File: src/rtl/logic_unit_pipe.sv
// logic_unit_pipe
//   Registered bitwise logic unit with a 2-entry output queue. Each accepted
//   transaction applies one of eight bitwise operations to in1/in2. The result
//   is queued together with its zero and all-ones flags.
//
//   Ports
//     clk, rst             clock and synchronous active-high reset
//     in_valid / in_ready  operand handshake (op, in1, in2 sampled on accept)
//     out_valid/ out_ready result handshake (out, zero, ones show the head entry)
//     parity               XOR-reduction of the head result (optional)
//
//   Build option
//     LOGIC_PARITY_EN  when defined, adds the parity port and per-entry parity
//                      storage.
//
//   op: 000 OR, 001 AND, 010 XOR, 011 NOR, 100 NAND, 101 XNOR,
//       110 NOT in1, 111 PASS in1
module logic_unit_pipe #(
  parameter int SIZE = 8
) (
  input  logic            clk,
  input  logic            rst,
  input  logic            in_valid,
  output logic            in_ready,
  input  logic [2:0]      op,
  input  logic [SIZE-1:0] in1,
  input  logic [SIZE-1:0] in2,
  output logic            out_valid,
  input  logic            out_ready,
  output logic [SIZE-1:0] out,
  output logic            zero,
  output logic            ones
`ifdef LOGIC_PARITY_EN
  ,
  output logic            parity
`endif
);

  function automatic logic [SIZE-1:0] logic_op(input logic [2:0]      sel,
                                                input logic [SIZE-1:0] a,
                                                input logic [SIZE-1:0] b);
    logic [SIZE-1:0] r;
    case (sel)
      3'b000:  r = a | b;
      3'b001:  r = a & b;
      3'b010:  r = a ^ b;
      3'b011:  r = ~(a | b);
      3'b100:  r = ~(a & b);
      3'b101:  r = ~(a ^ b);
      3'b110:  r = ~a;
      default: r = a;
    endcase
    return r;
  endfunction

  // Stage p0: combinational result and flags from the sampled operands
  logic [SIZE-1:0] res_p0;
  logic            zero_p0;
  logic            ones_p0;
  logic            accept;
  logic            drain;

  assign res_p0  = logic_op(op, in1, in2);
  assign zero_p0 = (res_p0 == '0);
  assign ones_p0 = (res_p0 == '1);

  // Stage p1: queue storage. Head drives the outputs directly; tail holds the
  // second entry. Only the head is reset, because out/zero/ones must read 0
  // after reset.
  logic [1:0]      count_p1;
  logic [SIZE-1:0] head_data_p1;
  logic            head_zero_p1;
  logic            head_ones_p1;
  logic [SIZE-1:0] tail_data_p1;
  logic            tail_zero_p1;
  logic            tail_ones_p1;
`ifdef LOGIC_PARITY_EN
  logic            par_p0;
  logic            head_par_p1;
  logic            tail_par_p1;
  assign par_p0 = ^res_p0;
`endif

  assign in_ready  = ~rst & (count_p1 != 2'd2);
  assign out_valid = (count_p1 != 2'd0);
  assign accept    = in_valid & in_ready;
  assign drain     = out_valid & out_ready;

  always_ff @(posedge clk) begin
    if (rst) begin
      count_p1     <= 2'd0;
      head_data_p1 <= '0;
      head_zero_p1 <= 1'b0;
      head_ones_p1 <= 1'b0;
`ifdef LOGIC_PARITY_EN
      head_par_p1  <= 1'b0;
`endif
    end else begin
      count_p1 <= count_p1 + {1'b0, accept} - {1'b0, drain};
      // A new entry goes straight to the head when the queue is empty, or
      // when the single entry it holds is being popped on the same edge.
      if (accept && (count_p1 == 2'd0 || drain)) begin
        head_data_p1 <= res_p0;
        head_zero_p1 <= zero_p0;
        head_ones_p1 <= ones_p0;
`ifdef LOGIC_PARITY_EN
        head_par_p1  <= par_p0;
`endif
      end else if (accept) begin
        tail_data_p1 <= res_p0;
        tail_zero_p1 <= zero_p0;
        tail_ones_p1 <= ones_p0;
`ifdef LOGIC_PARITY_EN
        tail_par_p1  <= par_p0;
`endif
      end else if (drain && count_p1 == 2'd2) begin
        head_data_p1 <= tail_data_p1;
        head_zero_p1 <= tail_zero_p1;
        head_ones_p1 <= tail_ones_p1;
`ifdef LOGIC_PARITY_EN
        head_par_p1  <= tail_par_p1;
`endif
      end
    end
  end

  // Popping the last entry leaves the head registers untouched, so the
  // outputs keep showing the last popped values while the queue is empty.
  assign out  = head_data_p1;
  assign zero = head_zero_p1;
  assign ones = head_ones_p1;
`ifdef LOGIC_PARITY_EN
  assign parity = head_par_p1;
`endif

endmodule

File: config.mk
export PLATFORM = sky130hd
export DESIGN_NAME = logic_unit_pipe
export DESIGN_NICKNAME = d
export VERILOG_FILES = /design/src/rtl/logic_unit_pipe.sv
export SDC_FILE = /design/constraint.sdc
export NUM_CORES = 1
export LEC_CHECK = 0
export ABC_AREA = 1
export CORE_MARGIN = 10
export CORE_UTILIZATION = 54
export DETAILED_ROUTE_END_ITERATION = 16
export PLACE_DENSITY_LB_ADDON = 0.15
export SYNTH_ARGS = -nofsm -noshare
export SYNTH_HDL_FRONTEND = slang
export SYNTH_SLANG_ARGS = --single-unit
File: constraint.sdc
create_clock -name clk -period 1.95 [get_ports clk]
set_input_delay 0.39 -clock clk [delete_from_list [all_inputs] [get_ports clk]]
set_output_delay 0.39 -clock clk [all_outputs]
set_load 0.02 [all_outputs]
==> results of run 1 <==
## layout by cell type, fill, tap and decap left out, drive strengths merged
cell	Yosys	routed
ha	18	18
clkdlybuf4s50	0	26
nand4	35	35
o21ai	10	10
nand2	89	89
dlymetal6s2s	0	8
clkinv	0	1
dfxtp	12	12
edfxtp	10	10
nor2	48	48
buf	9	52
nand3	16	16
a21oi	20	20
nand3b	14	14
xor2	1	1
clkbuf	6	3
o221ai	4	4
inv	45	45
## per-layer routing
| metal | part of all wire, % | global-route usage [%] | vias up |
|---|---|---|---|
| li1 | - | - | 1276 |
| met3 | 7.5 | 2.83 | 20 |
| met5 | 0 | 0 | - |
| met1 | 40 | 19.9 | 1112 |
| met2 | 49 | 27.2 | 119 |
| met4 | 2.9 | 6.46 | 0 |
## flip-flops by register name, summed over array words and instances (netlist names)
name          count
count_p1          2
ones              1
out               8
tail_data_p1      8
tail_ones_p1      1
tail_zero_p1      1
zero              1
## worst max-delay path, delay by kind of cell
kind | cells | cell delay, ns
buf+inv | 4 | 0.81
simple gates | 8 | 0.72
## worst paths after layout
| kind | end | slack (ns) | cells past startpoint |
|---|---|---|---|
| min | out[4] | 0.49 | 2 |
| max reg2reg | count_p1[1] | 0.41 | 8 |
| max | tail_ones_p1 | 0.05 | 12 |
| min reg2reg | out[4] | 0.49 | 2 |
## metrics by stage
step / std cells / worst slack (ns) / setup TNS [ns] / cell area, sq um
global route: 460 / -0.0480 / -0.135 / 3080
finish: 460 / 0.0459 / 0 / 3080
floorplan: 337 / 0.316 / 0 / 2140
global placement: 454 / -0.217 / -1.06 / 2880
CTS: 458 / 0.00932 / 0 / 2920
detailed placement: 454 / -0.253 / -1.57 / 2880
## cell families (layout without fill, tap and decap cells)
| kind of cell | count (synthesis) | after routing | share of synthesized area (%) |
|---|---|---|---|
| AO/OA/AOI/OAI | 34 | 34 | 8.65 |
| flip-flops | 22 | 22 | 25.2 |
| adder cells (fa/ha/maj) | 18 | 18 | 10.5 |
| AND/OR/NAND/NOR | 202 | 202 | 43.6 |
| XOR/XNOR | 1 | 1 | 0.409 |
| buffers and inverters | 60 | 135 | 11.6 |
## layout make-up
class | instances | area, sq um | share of cell area [%]
flip-flops and latches | 22 | 541 | 17.5
inverters | 45 | 171 | 5.56
multi-input cells | 255 | 1470 | 47.6
repair buffers | 86 | 796 | 25.8
clock buffers | 3 | 41.3 | 1.34
clock inverters | 1 | 3.75 | 0.122
well taps | 48 | 60.1 | 1.95
## power breakdown
part	switching (mW)	internal (mW)
registers	0.0389	0.568
clock network	0.148	0.141
logic	0.540	0.456
total	0.728	1.17
## timing repair
item / 4_1_cts / 5_1_grt
buffers inserted: 0 / 2
endpoints found under the setup margin: 0 / 6
gates resized for setup: 0 / 33
==> run metrics, run 1 <==
status=finished clean; worst stage delay on the critical path=around 0.5 ns; Critical Path End Type=register; Synth top cells by count=89 x nand2_1, 46 x nor2_1, 43 x inv_1, 35 x nand4_1, 20 x a21oi_1; port bufs=34; final period utilization=between 90% and 100%; row count=22; Total Nets Final=454; Synth Flop Type=dfxtp_1; max_cap viols=0; Worst-Skew Late Latency=0.27 ns; Hold Worst Slack=0.491 ns; Pins Over Slew Limit=0; Num CTS Buffers=3; largest net degree at the start of global routing=33; Tot Pwr=approximately 1.9 mW; Final min period=approximately 1.9 ns; P per Cell Area=614 nW/um^2; crit path launch=op[1]; WL per Instance=~14 um; Synth top area share=about 16%; drc violations=0; endpoints failing setup=0; FF-to-FF Start=count_p1[1]; Distinct cells, synth=21; Vias/cell=between 5 and 6; Cell Chain, Critical Path=clkdlybuf4s50_1, buf_6, nor2_4, buf_4, nand3b_1, nand2_1, nor2_1, nand3_1, nand2_1, nor2_1, nand2_1, inv_1; Post-Synthesis Cell Area=2140 sq um; Reg clk slew, reported paths=0.08 ns; HP Class=reg -> reg; CTS sink count=22; Warnings, synthesis=0; critical path's slowest cell=clkdlybuf4s50_1; Max VDD drop=about 0.00036 V; post-synthesis sequential area ratio=25.2%; Rel. slew slack=approximately 83%; Die Width=between 80 and 90 um; Util after Layout=between 80% and 90%; CTS root buf=clkbuf_8; Area Growth Syn to Fin=43.9%; ratio of cells with drive above 1 in the final layout=19.4%; WP data arrival=between 1.5 and 2 ns; Async S/R FF share, synth=0%; critical path peak fanout=5; CORE AREA=between 3000 and 4000 sq um; post-synthesis average cell area=approximately 6.4 sq um; CP startpoint kind=input port; vias in the first global route=roughly 2,200; EDFF count, synth=10; CTS H-tree lvls=1; gr ovfl total=0; final wirelength=between 6 and 7 mm; Ports=35; Leak=around 1.7 nW; cell taking the most area after synthesis=nand2_1; post-synthesis register bit count=22; CP dominant cell by count=nand2_1; Initial DRC Count=roughly 190; clock buffer depth=2; Worst Path Required=1.98 ns; via count=between 2,000 and 3,000; Synth area leaders=nand2_1 16%, edfxtp_1 14%, dfxtp_1 11%; first drt pass iteration count=5; Filler cells=252; Max Clk Rate=between 500 and 600 MHz; Total GRT Usage=16.2%; Setup CP Type=in -> reg; top-count cell post-synth=nand2_1; Total Die Area=roughly 6900 sq um; cell count after synthesis=~340; CTS tree=done; Post-DRT Antenna Nets=0; final hold violation count=0; DIE HEIGHT=just over 80 um; Antenna Cells=0; clock skew=0.0105 ns; Least-Margin Pin Slew=roughly 0.25 ns; first-pass GRT wire length=9.89 mm; CTS Hold Buffers Added=0; syn_nets=between 300 and 400; Detail Placement HPWL=just under 5 mm; initial core utilization=between 50% and 60%; GPL Wtd Cong=between 0.9 and 1; antenna violations before repair=0; Hold Path Origin=out[4]
Note: power is estimated with default switching activity, not from simulation.
==> inputs of run 2 (changes only) <==
- RECOVER_POWER: not set -> 25
==> run 2 against run 1 <==
Largest power group unchanged. Total power is 0.15% lower. Register-to-register slack better by 0.02 ns. Clock skew down 0.0010 ns. Combinational power about the same. Design area about the same. Non-clock buffer count stayed put.
==> run metrics, run 2 (synthesis gave the netlist of run 1 again) <==
P per Cell Area=roughly 610 nW/um^2; Ports=35; CORE AREA=~3700 sq um; Post-DRT Antenna Nets=0; drc violations=0; Setup CP Type=in -> reg; first drt pass iteration count=5; Die Width=83.0 um; CTS sink count=22; final wirelength=6.55 mm; via count=2,540; Total Nets Final=454; max_cap viols=0; Max Clk Rate=around 530 MHz; Antenna Cells=0; Final min period=between 1.5 and 2 ns; placed cells=about 450; smallest setup slack after layout=0.0472 ns; clock skew=between 0.009 and 0.01 ns; Non-Filler Instances=between 400 and 500; initial core utilization=57.2%; worst stage delay on the critical path=about 0.50 ns; status=finished clean; Critical Path End Type=register; Total GRT Usage=about 16%; gr ovfl total=0; worst slack at placement=-0.253 ns; CTS H-tree lvls=1; commonest non-fill, non-tap cell in the layout=nand2_1; row count=22; Pins Over Slew Limit=0; critical path's slowest cell=clkdlybuf4s50_1; Least-Margin Pin Slew=approximately 0.25 ns; final period utilization=between 90% and 100%; CP dominant cell by count=nand2_1; Sum Neg Setup Slack=0 ns; CTS tree=done; Worst Path Required=1.98 ns; GPL Wtd Cong=about 0.9; most frequent cells in the layout=86 x nand2_1, 46 x buf_4, 43 x nor2_1, 37 x inv_1, 35 x nand4_1; first-pass GRT wire length=9.89 mm; largest net degree at the start of global routing=33; antenna violations before repair=0; HP Class=reg -> reg; CP startpoint kind=input port; Cell Chain, Critical Path=clkdlybuf4s50_1, buf_6, nor2_4, buf_4, nand3b_1, nand2_1, nor2_1, nand3_1, nand2_1, nor2_1, nand2_1, inv_1; ratio of cells with drive above 1 in the final layout=between 10% and 20%; Leak=about 1.7 nW; WP data arrival=between 1.5 and 2 ns; Total Die Area=between 6000 and 7000 sq um; Area Growth Syn to Fin=43.8%; DIE HEIGHT=between 80 and 90 um; Initial DRC Count=approximately 190; final hold violation count=0; Vias/cell=5.52; Rel. slew slack=between 80% and 90%; port bufs=34; Hold Worst Slack=0.490 ns; Reg clk slew, reported paths=approximately 0.080 ns; endpoints failing setup=0; Num CTS Buffers=3; CTS root buf=clkbuf_8; WL per Instance=between 10 and 15 um; clock buffer depth=2; critical path peak fanout=5; vias in the first global route=2,207; Max VDD drop=0.000358 V; Worst-Skew Late Latency=about 0.27 ns; Detail Placement HPWL=roughly 4.8 mm
run 2: final timing paths:
kind	from	end	slack, ns	depth (start not counted)
max	op[1]	tail_ones_p1	0.05	12
min	out[4]	out[4]	0.49	2
max reg2reg	count_p1[1]	count_p1[1]	0.43	8
min reg2reg	out[4]	out[4]	0.49	2
run 2: through the flow:
| step | utilization, % | power [mW] | area (sq um) |
|---|---|---|---|
| final | 82.2 | 1.89 | 3080 |
| after global routing | 82.2 | 2.01 | 3080 |
| after CTS | 78.0 | 1.85 | 2920 |
| after detailed placement | 76.8 | 1.56 | 2880 |
| after global placement | 76.8 | 1.53 | 2880 |
| after floorplan | - | 1.14 | 2140 |
run 2: layout make-up:
cell class / count / area (sq um)
repair buffers: 86 / 793
clock inverters: 1 / 3.75
well taps: 48 / 60.1
multi-input cells: 255 / 1470
clock buffers: 3 / 41.3
flip-flops and latches: 22 / 541
inverters: 45 / 171
fillers: 253 / 666
run 2: repair_timing:
action	CTS	global route
hold buffers	0	0
endpoints found under the setup margin	0	6
setup buffers	0	2
gates resized for setup	0	33
run 2: routing by layer:
layer	routed length [um]	vias up	GRT usage [%]
met3	480	21	2.83
met4	174	0	6.46
met2	3230	119	27.2
met5	0	-	0
li1	-	1275	-
met1	2660	1125	19.9
run 2: power breakdown:
group / switching [mW] / total [mW] / internal [mW]
clock: 0.147 / 0.288 / 0.141
sequential: 0.0389 / 0.607 / 0.568
combinational: 0.540 / 0.995 / 0.454
total: 0.726 / 1.89 / 1.16
run 2: critical path: cells and delay by family:
kind / cells / cell delay [ns]
simple gates: 8 / 0.72
buf+inv: 4 / 0.81
==> inputs of run 3 (changes only) <==
- CORE_UTILIZATION: 54 -> 50
==> run 3 against run 2 <==
Clock skew decreased by 0.0051 ns. Combinational power decreased by 1%. Total power increased by 6.7%. Non-clock buffer count increased by 4. First-iteration DRC count decreased by 2.7%. Routed wire length decreased by 2.7%. Sequential power about the same. Via count decreased by 1.1%. Core utilization decreased by 4.7 points.
==> run metrics, run 3 (synthesis gave the netlist of run 1 again) <==
Num CTS Buffers=3; CTS tree=done; Critical Path End Type=register; Setup CP Type=in -> reg; P per Cell Area=641 nW/um^2; Ports=35; Pins Over Slew Limit=0; Rel. slew slack=about four fifths; CTS H-tree lvls=1; clock skew=around 0.0044 ns; Detail Placement HPWL=between 4 and 5 mm; crit path launch=in1[2]; placed inst area=slightly below 3000 sq um; HP Class=reg -> reg; most frequent cells in the layout=85 x nand2_1, 50 x buf_4, 42 x nor2_1, 36 x inv_1, 35 x nand4_1; cell area after layout=~3100 sq um; CORE AREA=slightly above 4000 sq um; Max Clk Rate=538 MHz; Max VDD drop=approximately 0.00044 V; grt met3 use=around 2.8%; Tot Pwr=a little over 2 mW; GRT met1 Usage=between 10% and 20%; Total Nets Final=458; gr ovfl total=0; Reg clk slew, reported paths=about 0.080 ns; Area Growth Syn to Fin=46.9%; Total GRT Usage=16.8%; CP startpoint kind=input port; Leak=between 1.5 and 2 nW; busiest grt layer=met2; endpoints failing setup=0; Final min period=around 1.9 ns; GPL Wtd Cong=approximately 0.93; FF-to-FF Start=count_p1[1]; clock buffer depth=2; Hold Path Origin=out[4]; Filler cells=about 320; max_cap viols=0; drc violations=0; Worst-Skew Late Latency=~0.27 ns; vias in the first global route=~2,500; final wirelength=about 6.4 mm; placed cells=460; Post-DRT Antenna Nets=0; first drt pass iteration count=4; via count=roughly 2,500; Die Width=85.4 um; Worst Path Required=between 1.5 and 2 ns; initial core utilization=between 50% and 60%; first-pass GRT wire length=around 11 mm; CTS sink count=22; ratio of cells with drive above 1 in the final layout=21.4%; status=finished clean; final hold violation count=0; final period utilization=roughly 95%; commonest non-fill, non-tap cell in the layout=nand2_1; Initial DRC Count=between 150 and 200; CTS root buf=clkbuf_8; port bufs=34; Hold Worst Slack=slightly below 0.5 ns; WP data arrival=about 1.9 ns; largest net degree at the start of global routing=25; row count=23; M2 GR Usage=between 20 and 30%; Vias/cell=~5.4; Total Die Area=about 7300 sq um; DIE HEIGHT=~85 um; Non-Filler Instances=around 470; critical path peak fanout=2; WL per Instance=13.7 um; Antenna Cells=0; Least-Margin Pin Slew=0.310 ns; antenna violations before repair=0
-- run 3: changes by cell type in the layout (fill, tap and decap cells not counted), sizes merged --
cell,before,now
clkdlybuf4s50,25,18
buf,51,55
dlygate4sd3,1,5
dlygate4sd2,0,2
bufinv,0,1
clkinv,1,0
dlymetal6s2s,8,9
-- run 3: path summary, 6_finish.rpt --
check,slack (ns),depth (start not counted),endpoint
worst max-delay path,0.09,12,tail_ones_p1
worst max register to register,0.40,8,count_p1[1]
worst min register to register,0.49,2,out[4]
worst min-delay path,0.49,2,out[4]
-- run 3: layout make-up --
cell class	instances	area [sq um]	area share, %
timing repair buffer	90	826	26.3
clock inverter	1	30.0	0.955
tap	50	62.6	1.99
clock buffer	3	41.3	1.31
sequential	22	541	17.2
inverter	45	169	5.37
multi-input combinational	255	1480	46.9
-- run 3: power breakdown --
group	switching (mW)	total, mW	internal (mW)	leakage [nW]
sequential	0.0362	0.604	0.568	0.191
clock	0.156	0.431	0.275	0.0357
combinational	0.536	0.981	0.446	1.49
-- run 3: what timing repair did --
action / 4_1_cts / 5_1_grt
setup buffers: 0 / 2
resized for setup: 2 / 35
gates cloned: 0 / 0
hold buffers: 0 / 0
setup endpoints to repair: 2 / 5
pin swaps: 0 / 14
-- run 3: per-layer routing --
layer | share of wire, % | vias up | routed length [um]
li1 | - | 1289 | -
met1 | 41 | 1122 | 2620
met2 | 50 | 92 | 3190
met3 | 6.9 | 9 | 440
met4 | 1.8 | 0 | 113
met5 | 0 | - | 0
-- run 3: critical path, cell delays in order --
cell and delay [ns]:
clkdlybuf4s50_1 0.49, inv_2 0.06, ha_4 0.26, inv_1 0.04, nand4_1 0.10, inv_1 0.05, nor2_1 0.10, nand3_1 0.14
nand2_1 0.10, nor2_1 0.04, nand2_1 0.08, inv_1 0.05
-- run 3: metrics by stage --
step / setup WS (ns) / TNS [ns] / utilization (%)
floorplan: 0.316 / 0 / -
global placement: -0.239 / -1.59 / 71.7
detailed placement: -0.297 / -2.10 / 71.7
CTS: 0.0114 / 0 / 73.4
global route: -0.0309 / -0.0329 / 77.5
finish: 0.0924 / 0 / 77.5
